===== config.mk =====
export PLATFORM = sky130hd
export DESIGN_NAME = system_0_sysid_check_ctrl
export DESIGN_NICKNAME = d
export VERILOG_FILES = /design/src/rtl/system_0_sysid_check_ctrl.sv
export SDC_FILE = /design/constraint.sdc
export NUM_CORES = 1
export LEC_CHECK = 0
export BUFFER_PORTS_ARGS = -buffer_cell sky130_fd_sc_hd__buf_2
export CORE_MARGIN = 5
export CORE_UTILIZATION = 29
export CTS_CLUSTER_SIZE = 25
export DETAILED_ROUTE_END_ITERATION = 8
export PLACE_DENSITY_LB_ADDON = 0.15
export SKIP_LAST_GASP = 1
export SYNTH_ARGS = -nofsm -noshare
export SYNTH_HDL_FRONTEND = slang
export SYNTH_SLANG_ARGS = --single-unit

===== constraint.sdc =====
create_clock -name clock -period 1.6 [get_ports clock]
set_input_delay 0 -clock clock [delete_from_list [all_inputs] [get_ports clock]]
set_output_delay 0 -clock clock [all_outputs]
set_load 0.01 [all_outputs]

===== src/rtl/system_0_sysid_check_ctrl.sv =====
// Reads the sysid slave (word 0 = ID, word 1 = timestamp), compares both against build-time values
// and reports pass/fail. Optional interrupt on failure when SYSID_CHECK_IRQ_EN is defined.
module system_0_sysid_check_ctrl #(
   parameter logic [31:0] EXP_ID     = 32'd0,
   parameter logic [31:0] EXP_TS     = 32'd1563219222,
   parameter int unsigned SAMPLE_DLY = 1
) (
   input  logic        clock,
   input  logic        reset,
   input  logic        start,
   output logic        sysid_address,
   input  logic [31:0] sysid_readdata,
   output logic        busy,
   output logic        done,
   output logic        pass,
   output logic        fail,
   output logic [31:0] id_value,
   output logic [31:0] ts_value
`ifdef SYSID_CHECK_IRQ_EN
   ,
   output logic        irq,
   input  logic        irq_ack
`endif
);

   typedef enum logic [1:0] {
      IDLE  = 2'd0,
      RD_ID = 2'd1,
      RD_TS = 2'd2,
      CMP   = 2'd3
   } state_t;

   // Count value on which readdata is sampled; SAMPLE_DLY is legal in 1..15.
   localparam logic [3:0] CNT_LAST = 4'(SAMPLE_DLY - 1);

   state_t      state, state_n;
   logic [3:0]  cnt, cnt_n;
   logic        addr_n, busy_n, done_n, pass_n, fail_n;
   logic [31:0] id_n, ts_n;
   logic        sample, match;

   assign sample = (cnt == CNT_LAST);
   assign match  = (id_value == EXP_ID) && (ts_value == EXP_TS);

   always_comb begin
      // NOTE: every variable gets a default first, so no path can leave one unassigned and infer a latch.
      state_n = state;
      cnt_n   = cnt;
      addr_n  = sysid_address;
      busy_n  = busy;
      done_n  = 1'b0;
      pass_n  = pass;
      fail_n  = fail;
      id_n    = id_value;
      ts_n    = ts_value;
      unique case (state)
         IDLE: begin
            if (start) begin
               state_n = RD_ID;
               addr_n  = 1'b0;
               cnt_n   = 4'd0;
               busy_n  = 1'b1;
               pass_n  = 1'b0;
               fail_n  = 1'b0;
            end
         end
         RD_ID: begin
            if (sample) begin
               id_n    = sysid_readdata;
               addr_n  = 1'b1;
               cnt_n   = 4'd0;
               state_n = RD_TS;
            end else begin
               cnt_n = cnt + 4'd1;
            end
         end
         RD_TS: begin
            if (sample) begin
               ts_n    = sysid_readdata;
               addr_n  = 1'b0;
               cnt_n   = 4'd0;
               state_n = CMP;
            end else begin
               cnt_n = cnt + 4'd1;
            end
         end
         CMP: begin
            pass_n  = match;
            fail_n  = ~match;
            done_n  = 1'b1;
            busy_n  = 1'b0;
            state_n = IDLE;
         end
         default: state_n = IDLE;
      endcase
   end

   // NOTE: sequential state uses non-blocking assignments so every register sees pre-edge values.
   always_ff @(posedge clock) begin
      if (reset) begin
         state         <= IDLE;
         cnt           <= 4'd0;
         sysid_address <= 1'b0;
         busy          <= 1'b0;
         done          <= 1'b0;
         pass          <= 1'b0;
         fail          <= 1'b0;
         id_value      <= 32'd0;
         ts_value      <= 32'd0;
      end else begin
         state         <= state_n;
         cnt           <= cnt_n;
         sysid_address <= addr_n;
         busy          <= busy_n;
         done          <= done_n;
         pass          <= pass_n;
         fail          <= fail_n;
         id_value      <= id_n;
         ts_value      <= ts_n;
      end
   end

`ifdef SYSID_CHECK_IRQ_EN
   // A failing compare wins over a simultaneous acknowledge.
   always_ff @(posedge clock) begin
      if (reset) begin
         irq <= 1'b0;
      end else if ((state == CMP) && !match) begin
         irq <= 1'b1;
      end else if (irq_ack) begin
         irq <= 1'b0;
      end
   end
`endif

endmodule

# Yosys cells after proc, flatten, opt, wreduce, memory -nomap -nowiden
# Index checks and enable logic that the tools add are counted.
# Widths: inputs -> output; s select.
# classes
add_sub_neg	1
n_eq_ne	7
mux	16
bitwise_logic	1
n_reduce_logical	14
# op_table
cell	n
$eq 32x31->1 const B	1
$logic_not 32->1	1
$mux 4	2
$pmux 2 s4	1
$pmux 4 s2	1
$reduce_and 2->1	4
$mux 2	3
$ne 2x2->1 const B	3
$pmux 1 s2	3
$mux 1	5
$add 4x1->4 const B	1
$eq 2x2->1 const B	2
$logic_not 4->1	1
$reduce_and 4->1	1
$reduce_bool 2->1	2
$pmux 1 s3	1
$reduce_and 3->1	1
$reduce_bool 3->1	1
$eq 2x1->1 const B	1
$logic_not 2->1	1
$reduce_or 2->1	1
$logic_and 1x1->1	1
$not 1->1	1
# word_totals
ff_bits	75
inputBits	35
out_inout_bits	69
elab_cells	48

# Longest topological paths before layout
# depth
word_depth	4
mapped_depth	8
depth_no_buf	6

# Worst setup path after synthesis
# No wires, ideal clock.
# synth_timing
path_kind	register to register
start	reg state[0]
end	reg cnt[2]
setup_time_ns	0.071
t_arrival_ns	1.412
required_ns	1.529
setup_slack_ns	0.117
path_stages_with_launch	7
path_buffers	0
path_cell_list	dfxtp_1 -> inv_1 -> ha_1 -> nor2b_1 -> nor4b_1 -> nand3b_1 -> a21oi_1
# synth_via
elab_chain_cells	4
word_cells_on_any_way	8
# synth_lines
element	line_no	rtl
from (decl)	36	state_t state, state_n;
from (signal assigned)	111	state <= state_n;
$eq 2x2->1 or $eq 2x1->1 (tied branches)	56	unique case (state)
$reduce_or 2->1 (no source line)	-	
$reduce_bool 2->1 (no source line)	-	
$reduce_and 2->1 (no source line)	-	
to (signal assigned)	112	cnt <= cnt_n;
to (decl)	37	logic [3:0] cnt, cnt_n;
# Parallel ways exist; a longest one is shown, timed or not.
# A chain may end at the register's enable or synchronous reset.

# Final worst setup path
# layout_timing
start	reg id_value[24]
end	reg pass
# layout_via
elab_chain_cells	3
# layout_lines
element	line_no	rtl
from (decl)	17	output logic [31:0] id_value,
from (signal assigned)	118	id_value <= id_n;
$logic_not 32->1	43	assign match = (id_value == EXP_ID) && (ts_value == EXP_TS);
$logic_and 1x1->1	43	
$pmux 1 s2	56	
to (signal assigned)	116	pass <= pass_n;
to (decl)	15	output logic pass,
# Every way passes these cells.

==> impl.org <==
** Hold path
- Path type of the worst min-delay path :: input pin to register

** Synthesis
- Syn Nets :: 410
- Synth Cell Area :: 3080 um^2
- Commonest register cell after synthesis :: sky130_fd_sc_hd__dfxtp_1
- Part of the Yosys area used for sequential elements :: 48.7%
- Counting flops with a built-in enable in the synthesized netlist gives 0.
- Synth Warn # :: 0
- Number of synthesized register bits :: 75
- Number of library cell types mapped by synthesis :: 30
- The cell count after synthesis came out at 368.
- Asr flop ratio synth :: 0%
- Each instance of the synthesized netlist takes up on average 8.37 um^2.

** Power and ir drop
- Power density cells :: 1550 nW/um^2
- Leakage dissipation :: 2.06 nW
- Peak supply drop :: 0.000584 V
- Summing internal, switching and leakage power gives 7.50 mW.

** Finish
- Final Instance Area :: 4830 um^2
- Area overhead of the layout relative to synthesis :: 56.8%
- Leaving out fill and tap cells, the most frequent cell in the layout is sky130_fd_sc_hd__nand2_1.
- In the layout the commonest cells are 123 x sky130_fd_sc_hd__nand2_1, 103 x sky130_fd_sc_hd__buf_2, 72 x sky130_fd_sc_hd__dfxtp_1.
- Number of nets at the end of the flow :: 580
- Fraction of layout cells with a size suffix above 1 :: 45.3%
- Area occupied by multi-input gates :: 1660 um^2
- Filler instances :: 1035
- 0 antenna diodes ended up in the layout.
- Across the whole layout, storage elements account for 1510 um^2.

** Placed design
- Buffers placed on the I/O ports in this run total 103.
- Detailed placement finished with a half-perimeter wire length of 7350 um.
- The placed instances occupy a cell area of 3960 um^2.
- Routability-driven placement finished with a final weighted congestion of 0.828.

** Critical path
- Type of origin of the critical path :: register
- Of all nets on the critical path, the largest fanout is 3.
- The setup check on the worst reg-to-reg path leaves a slack of 0.01 ns.
- Critical path's most frequent cell :: sky130_fd_sc_hd__buf_4
- Cell type of the slowest stage on the worst timing path :: sky130_fd_sc_hd__dfxtp_4
- On the critical path the largest part of the delay comes from simple AND/OR/NAND/NOR gates.
- Walking the worst path, the cells encountered are nor4_4 > buf_4 > nand4_1 > nor4_2 > buf_4 > a32o_1.
- In this design, the stage delay of the slowest critical-path cell is 0.37 ns.
- Required arrival time at the worst endpoint :: 1.90 ns
- CP Data Arrival Time :: 1.89 ns
- Crit path kind :: register to register
- Sort of element at the end of the critical path :: register
- Count of buffer and inverter cells on the critical path :: 2

** CTS
- Clock tree from TritonCTS :: yes
- For the worst-skew pair, the clock arrives at the later sink with an insertion delay of 0.36 ns.
- In this run, CTS created clock tree buffers numbering 9.
- Clock-pin slew was measured on the worst setup and hold paths at 0.09 ns.
- The tree is rooted in a sky130_fd_sc_hd__clkbuf_8.
- Counting along the longest clock path gives a buffer depth of 2.
- The tree built by TritonCTS fans out to 75 sinks.
- Count of H-tree levels built during CTS :: 3

** STA
- At the pin with the least slew margin, the transition time is 0.353 ns.
- After layout, the minimum clock period comes to 1.59 ns.
- Final sum of negative setup slack :: 0 ns
- Final cycle utilization of the critical path :: 99.2%
- RSZ-0062 raised after global routing :: true
- Worst Hold Margin :: 0.436 ns
- Static timing analysis puts the maximum clock frequency at 0.630 GHz.
- Hold Fails Final Rpt :: 0
- Final Max Slew Viols :: 0
- Setup violations remaining at the end of the flow were counted as 0.
- Measured against its own limit, the worst slew margin works out to 76.4%.
- Final worst clock skew :: 0.0140 ns

** Die
- Vertical die dimension :: 113 um
- The region available for standard cell placement spans 10300 um^2.
- Width of the die :: 113 um
- The floorplan step defined a die boundary enclosing 12800 um^2.
- For this design the top-level I/O count stands at 104.
- Initial cell density of the core :: 29.8%
- The floorplan has 37 rows.

** Drt
- Number of design rule violations left after detail routing :: 0
- After the first detailed-routing iteration, the DRC count stood at 149.
- Number of antenna-violating nets in the routed design :: 0
- Via count :: 3156
- In the final routed layout, each cell accounts on average for 15.2 um.
- Sum of routed wire length over all layers :: 10300 um
- The first detailed-routing pass took 4 iterations.
- Number of vias per cell after detailed routing :: 4.65

** Global route
- Routing usage on met1 :: 19.8%
- GRT Total Usage :: 15.9%
- Initial antenna violation count :: 0
- Remaining Overflow, GRT :: 0
- The via count of the first global-routing pass came to 3135.
- Global routing used 3.69% of the available met3 tracks.
- Entering global routing, the biggest net connects 50 pins.
- Global routing used 27.1% of the available met2 tracks.
- Global route hottest layer :: met2
- The first global-routing pass estimated 16200 um of wire.

** Job
- Max-cap violations :: 0

** Status
- The flow ran to the end, and the final reports show no timing, DRC or antenna violations.
## cell usage after synthesis, types with 2 or more instances
| cell | instances | area, um^2 |
|---|---|---|
| sky130_fd_sc_hd__clkbuf_1 | 13 | 48.8 |
| sky130_fd_sc_hd__nand2_1 | 139 | 522 |
| sky130_fd_sc_hd__nor4b_1 | 4 | 35.0 |
| sky130_fd_sc_hd__nor2b_1 | 2 | 12.5 |
| sky130_fd_sc_hd__nand4_1 | 4 | 25.0 |
| sky130_fd_sc_hd__dfxtp_1 | 75 | 1500 |
| sky130_fd_sc_hd__a21oi_2 | 30 | 263 |
| sky130_fd_sc_hd__nand2b_1 | 2 | 12.5 |
| sky130_fd_sc_hd__nand3_1 | 2 | 10.0 |
| sky130_fd_sc_hd__nor4_1 | 8 | 50.1 |
| sky130_fd_sc_hd__buf_6 | 6 | 67.6 |
| sky130_fd_sc_hd__buf_4 | 2 | 15.0 |
| sky130_fd_sc_hd__nand3b_1 | 2 | 15.0 |
| sky130_fd_sc_hd__inv_1 | 4 | 15.0 |
| sky130_fd_sc_hd__o21ai_0 | 5 | 25.0 |
| sky130_fd_sc_hd__a21oi_1 | 41 | 205 |
| sky130_fd_sc_hd__nor4bb_1 | 5 | 50.1 |
| sky130_fd_sc_hd__ha_1 | 7 | 87.6 |
| sky130_fd_sc_hd__nor2_1 | 5 | 18.8 |
| sky130_fd_sc_hd__and2_1 | 2 | 12.5 |
## repair_timing
| item | in CTS | in global routing |
|---|---|---|
| hold buffers | 34 | 0 |
| setup buffers | 1 | 2 |
| cloned | 0 | 2 |
| pin swaps | 0 | 23 |
| endpoints found under the hold margin | 66 | 0 |
| gates resized for setup | 3 | 72 |
| endpoints found under the setup margin | 13 | 72 |
## path summary, 6_finish.rpt
check | endpoint | start | cells past startpoint
min | ts_value[10] | sysid_readdata[10] | 4
min reg2reg | busy | busy | 2
max reg2reg | pass | id_value[24] | 6
max | pass | id_value[24] | 6
## logic make-up after synthesis
kind of cell,share of synthesized area (%)
adder cells (fa/ha/maj),2.84
multiplexers,0.325
AO/OA/AOI/OAI,16.6
flip-flops,48.7
buffers and inverters,4.91
AND/OR/NAND/NOR,26.6
## where the power goes
part / total [mW] / leakage, nW / internal (mW) / switching, mW
sequential: 2.62 / 0.612 / 2.29 / 0.335
clock: 1.38 / 0.0925 / 0.590 / 0.791
combinational: 3.50 / 1.36 / 1.63 / 1.87
total: 7.50 / 2.06 / 4.51 / 3.00
## registers in the layout, summed over array words and instances, names as in the netlist
name / cells
id_value: 32
ts_value: 32
cnt: 4
state: 2
busy: 1
done: 1
fail: 1
pass: 1
sysid_address: 1
## tightest hold or removal path, delay by kind of cell
kind,cells,cell delay (ns)
AO/OA/AOI/OAI,1,0.05
buffers and inverters,2,0.66
AND/OR/NAND/NOR,1,0.05
## layout make-up
class | count | area share (%)
Clock buffer | 9 | 2.56
Clock inverter | 7 | 1.22
Inverter | 4 | 0.311
Multi-Input combinational cell | 267 | 34.4
Sequential cell | 75 | 31.2
Tap cell | 136 | 3.52
Timing Repair Buffer | 181 | 26.8
## through the flow
| stage | setup WS, ns | cells | util, % |
|---|---|---|---|
| final | 0.0126 | 679 | 46.8 |
| after global routing | -0.0426 | 679 | 46.8 |
| after CTS | 0.000634 | 675 | 43.7 |
| after detailed placement | -0.0187 | 624 | 38.4 |
| after global placement | -0.0154 | 624 | 38.4 |
| after floorplan | 0.117 | 368 | - |
## layer usage
layer  vias to the layer above  wire length, um
met5                         -                0
met4                         0              121
met3                        12              558
met2                        87             5140
met1                      1483             4520
li1                       1574                -
Power figures use the tool's default switching activity.
